**src/rtl/rf_write_arbiter_pkg.sv**
```systemverilog
// Register-file write arbiter: shared constants and requester IDs.
// Imported by the arbiter top and its address decoder.
package rf_write_arbiter_pkg;

  localparam int RF_ADDR_W   = 5;
  localparam int RF_DATA_W   = 32;
  localparam int RF_DEPTH    = 32;
  localparam int RF_ZERO_REG = 0;

  typedef enum logic {
    REQ_ALU = 1'b0,
    REQ_MEM = 1'b1
  } req_id_e;

endpackage

```
**src/rtl/rf_write_arbiter_decoder_5x32.sv**
```systemverilog
// Binary-to-one-hot register select decoder (5x32 by default).
// Ports: addr (binary index) -> onehot (exactly one bit set).
module rf_write_arbiter_decoder_5x32
  import rf_write_arbiter_pkg::*;
#(
  parameter int AW = RF_ADDR_W
) (
  input  logic [AW-1:0]      addr,
  output logic [2**AW-1:0]   onehot
);

  always_comb begin
    onehot       = '0;
    onehot[addr] = 1'b1;
  end

endmodule

```
**src/rtl/rf_write_arbiter.sv**
```systemverilog
// Round-robin arbiter sharing the RF write port between ALU (0) and
// load return (1). Ports: CLK/RESET/HOLD, REQn_* handshakes, WLOAD/
// WDATA/WADDR/WVALID/GNT_ID output stage, DROPS saturating R0 count.
module rf_write_arbiter
  import rf_write_arbiter_pkg::*;
#(
  parameter int DATA_W = RF_DATA_W,
  parameter int ADDR_W = RF_ADDR_W,
  parameter int DROP_W = 8
) (
  input  logic                 CLK,
  input  logic                 RESET,
  input  logic                 HOLD,
  input  logic                 REQ0_VALID,
  input  logic [ADDR_W-1:0]    REQ0_ADDR,
  input  logic [DATA_W-1:0]    REQ0_DATA,
  output logic                 REQ0_READY,
  input  logic                 REQ1_VALID,
  input  logic [ADDR_W-1:0]    REQ1_ADDR,
  input  logic [DATA_W-1:0]    REQ1_DATA,
  output logic                 REQ1_READY,
  output logic [2**ADDR_W-1:0] WLOAD,
  output logic [DATA_W-1:0]    WDATA,
  output logic [ADDR_W-1:0]    WADDR,
  output logic                 WVALID,
  output logic                 GNT_ID,
  output logic [DROP_W-1:0]    DROPS
);

  localparam int DEPTH = 2**ADDR_W;
  localparam logic [ADDR_W-1:0] ZERO_ADDR = ADDR_W'(RF_ZERO_REG);

  req_id_e             rr;
  req_id_e             gnt_id_q;
  logic                gnt0;
  logic                gnt1;
  logic                acc0;
  logic                acc1;
  logic                acc;
  logic [ADDR_W-1:0]   sel_addr;
  logic [DATA_W-1:0]   sel_data;
  logic                wvalid_q;
  logic [ADDR_W-1:0]   waddr_q;
  logic [DATA_W-1:0]   wdata_q;
  logic [DROP_W-1:0]   drops_q;
  logic [DEPTH-1:0]    dec_onehot;

  always_comb begin
    gnt0 = REQ0_VALID & (~REQ1_VALID | (rr == REQ_ALU));
    gnt1 = REQ1_VALID & (~REQ0_VALID | (rr == REQ_MEM));
  end

  // READY is also forced low while reset is held.
  assign acc0 = gnt0 & ~HOLD & RESET;
  assign acc1 = gnt1 & ~HOLD & RESET;
  assign acc  = acc0 | acc1;

  assign REQ0_READY = acc0;
  assign REQ1_READY = acc1;

  assign sel_addr = acc1 ? REQ1_ADDR : REQ0_ADDR;
  assign sel_data = acc1 ? REQ1_DATA : REQ0_DATA;

  always_ff @(posedge CLK or negedge RESET) begin
    if (!RESET) begin
      rr <= REQ_ALU;
    end else if (acc0) begin
      rr <= REQ_MEM;
    end else if (acc1) begin
      rr <= REQ_ALU;
    end
  end

  always_ff @(posedge CLK or negedge RESET) begin
    if (!RESET) begin
      wvalid_q <= 1'b0;
      waddr_q  <= '0;
      wdata_q  <= '0;
      gnt_id_q <= REQ_ALU;
    end else begin
      wvalid_q <= acc;
      if (acc) begin
        waddr_q  <= sel_addr;
        wdata_q  <= sel_data;
        gnt_id_q <= acc1 ? REQ_MEM : REQ_ALU;
      end
    end
  end

  always_ff @(posedge CLK or negedge RESET) begin
    if (!RESET) begin
      drops_q <= '0;
    end else if (acc && (sel_addr == ZERO_ADDR)
                 && (drops_q != '1)) begin
      drops_q <= drops_q + DROP_W'(1);
    end
  end

  rf_write_arbiter_decoder_5x32 #(
    .AW(ADDR_W)
  ) u_dec (
    .addr   (waddr_q),
    .onehot (dec_onehot)
  );

  // R0 is hardwired zero: its write is acknowledged but never loaded.
  assign WLOAD  = dec_onehot
                & {DEPTH{wvalid_q & (waddr_q != ZERO_ADDR)}};
  assign WDATA  = wdata_q;
  assign WADDR  = waddr_q;
  assign WVALID = wvalid_q;
  assign GNT_ID = gnt_id_q;
  assign DROPS  = drops_q;

endmodule

```
**config.mk**
```make
export PLATFORM = sky130hd
export DESIGN_NAME = rf_write_arbiter
export DESIGN_NICKNAME = d
export VERILOG_FILES = /design/src/rtl/rf_write_arbiter_pkg.sv /design/src/rtl/rf_write_arbiter_decoder_5x32.sv /design/src/rtl/rf_write_arbiter.sv
export SDC_FILE = /design/constraint.sdc
export NUM_CORES = 1
export LEC_CHECK = 0
export CAP_MARGIN = 0
export CORE_ASPECT_RATIO = 1.2
export CORE_MARGIN = 2
export CORE_UTILIZATION = 25
export DETAILED_ROUTE_END_ITERATION = 10
export PLACE_DENSITY = 0.61
export SYNTH_ARGS = -nofsm -noshare
export SYNTH_HDL_FRONTEND = slang
export SYNTH_SLANG_ARGS = --single-unit
```
**constraint.sdc**
```tcl
create_clock -name CLK -period 2.6 [get_ports CLK]
set_input_delay 0.39 -clock CLK [delete_from_list [all_inputs] [get_ports CLK]]
set_output_delay 0.39 -clock CLK [all_outputs]
set_load 0.01 [all_outputs]
```
==> impl_metrics.tcl <==
set metrics [dict create \
    cellPowerDensity_mw_per_mm2 504 \
    remaining_drc_errors 0 \
    antennaDiodeCount 0 \
    dieArea_sq_mm 0.0108 \
    seq_area_frac_synth 0.481 \
    cts_hold_buf 0 \
    r2r_start "rr" \
    switchingPower_uw 612 \
    placed_cell_area_sq_mm 0.00421 \
    relSlewSlack 0.587 \
    yosysUniqueCellTypes 32 \
    cts.repair.resized 0 \
    cts-htree-levels 2 \
    highest_layer "met4" \
    hold_viol_final 0 \
    critPathMaxStageDelay_ns 0.58 \
    root_buffer "clkbuf_16" \
    worstPathCellList "clkdlybuf4s50_1 > nor2b_1 > and3_2 > clkdlybuf4s50_1" \
    cts_setup_buffers 0 \
    rsz0062_at_grt "false" \
    start_util 0.260 \
    finalMaxSlewViolations 0 \
    grt_start_max_net_pins 49 \
    finalWeightedCongestion 0.814 \
    dp.cells 541 \
    min_period_over_period 0.929 \
    num_io_pins 160 \
    max_freq_mhz 414 \
    peakVddDrop_mv 0.225 \
    cts_tree "yes" \
    startpoint_type "primary input" \
    clk_pin_slew_worst_paths_ns 0.06 \
    fin_crit_ns 2.42 \
    final_cell_count_no_fill 548 \
    path_max_fanout 7 \
    finalNetCount 505 \
    r2r_end "DROPS[6]" \
    netSwitchingFraction 0.280 \
    antenna_found_initial 0 \
    hpwl_mm 5.78 \
    fill_cells 948 \
    power_uw 2190 \
    grt_pass1_vias 2339 \
    setup_tns_ns 0 \
    fp.dieH_um 114 \
    p_int_uw 1580 \
    synth_area_per_cell_sq_um 9.15 \
    wl_met2_mm 3.49 \
    clkPwrFrac 0.280 \
    final_common_cell "clkdlybuf4s50_1" \
    wl_met1_mm 2.88 \
    leakagePower_uw 0.00172 \
    crit_family "buffers and inverters" \
    status "complete, no violations" \
    crit_buf_inv 2 \
    dr.pass1.iters 4 \
    io_buffers 158 \
    final_cell_mix "clkdlybuf4s50_1 (157), nand2_1 (51), dfrtp_1 (48)" \
    drive_gt1_frac 0.0518 \
    reg2reg_slack_ns 0.79 \
    synth_nets 353 \
    grt_pass1_wl_mm 11.6 \
    skew_ns 0.00581 \
    overflow 0 \
    drv_cap 0 \
    seqPwrFrac 0.428 \
    cp.depth 4 \
    required_ns 2.21 \
    synthCells 273 \
    syn_area_sq_mm 0.00250 \
    via_per_inst 4.46 \
    area_delta_synth_final_pct 73.8 \
    cts_max_path_buffers 2 \
    vias 2446 \
    crit_path_end_kind "primary output" \
    synth_flop_cell "dfrtp_1" \
    yosysWarnings 0 \
    rows 39 \
    synth_edf_count 0 \
    cts_buffers 5 \
    wl_per_cell_um 13.5 \
    routed_wl_mm 7.39 \
    tightest_slew_ns 0.620 \
    endpoint "REQ1_READY" \
    antenna_left 0 \
    fin_area_sq_mm 0.00434 \
    core_area_sq_mm 0.00961 \
    slowest_stage "clkdlybuf4s50_1" \
    synth-async-reset-ratio 1.00 \
    grt_usage 0.137 \
    crit_start "HOLD" \
    critPathArrivalTime_ns 2.03 \
    clk_latency_ns 0.29 \
    hp-class "in -> async" \
    path_class "in -> out" \
    die_w_um 95.3 \
    crit_path_frequent_cell "clkdlybuf4s50_1" \
    wl_met3_um 929 \
    clkSinkCount 48 \
    setup_viol_count_final 0 \
    synth_seq_cells 48 \
    drt-initial-drc-count 67 \
    p_comb_frac 0.292 \
    r2r_cells 5 \
]
-- per-stage QoR --
stage	hold slack (ns)	utilization	worst slack, ns
2_1_floorplan	0.0944	-	0.765
3_3_place_gp	0.460	0.438	0.204
3_5_place_dp	0.470	0.438	0.182
4_1_cts	0.256	0.452	0.180
5_1_grt	0.291	0.452	0.132
6_report	0.231	0.452	0.185
-- worst register-to-register path: stages, from the launching register on --
cell and delay (ns):
dfrtp_1 0.40, nand2b_1 0.14, and3_2 0.28, mux2i_4 0.25, nor4_2 0.28, mux2_1 0.34
-- worst min-delay path by stage --
stage | from | end | slack [ns] | cells past startpoint
2_1_floorplan | RESET | DROPS[0] | 0.09 | 0
3_3_place_gp | WDATA[14] | WDATA[14] | 0.46 | 2
3_5_place_dp | WDATA[14] | WDATA[14] | 0.47 | 2
4_1_cts | RESET | DROPS[5] | 0.26 | 2
5_1_grt | RESET | DROPS[6] | 0.29 | 2
6_report | RESET | DROPS[6] | 0.23 | 2
-- state kept, by name, indices dropped and copies added (netlist names) --
name,flops
WADDR,5
DROPS,8
rr,1
WDATA,32
WVALID,1
GNT_ID,1
-- power groups by stage --
stage	Clock [uW]	Combinational [uW]	Sequential [uW]
global route	665	699	956
finish	612	639	937
CTS	639	650	939
detailed placement	0	649	952
global placement	0	647	944
floorplan	0	185	989
-- cell usage after synthesis (2+ instances only) --
cell type  count  area [sq um]
nand4_1        4          25.0
mux2i_1       32           320
nand3_1        6          30.0
dfrtp_1       48          1200
nand2_1       51           191
o21ai_0       33           165
nor2b_1        6          37.5
nor3_1         4          20.0
inv_1          3          11.3
or4_4          2          22.5
xor2_1         6          52.6
buf_2          4          20.0
buf_4          2          15.0
nor4_1         2          12.5
clkbuf_1      11          41.3
nor2_4         2          22.5
nor2_1        35           131
a31oi_1        5          31.3
nand2b_1       4          25.0
-- cell type report --
class                   count  area, sq um  area share
repair buffers            162         1620       0.373
inverters                   3         11.3     0.00259
clock buffers               6          129      0.0297
well taps                 123          154      0.0354
flip-flops and latches     48         1200       0.277
clock inverters             1         5.00     0.00115
multi-input cells         205         1220       0.282
-- metal layers --
metal / GRT usage / up-vias
li1: - / 1225
met1: 0.156 / 1082
met2: 0.232 / 133
met3: 0.0575 / 6
met4: 0.0435 / 0
met5: 0 / -
-- cell families (layout without fill, tap and decap cells) --
kind of cell,count (synthesis),in the layout,share of synthesized area
multiplexers,35,35,0.146
AO/OA/AOI/OAI,42,42,0.0891
other,1,1,0.00150
flip-flops,48,48,0.481
buffers and inverters,20,172,0.0351
adder cells (fa/ha/maj),1,1,0.00501
XOR/XNOR,6,6,0.0210
AND/OR/NAND/NOR,120,120,0.221
No activity file was read; power rests on OpenSTA's default activity.
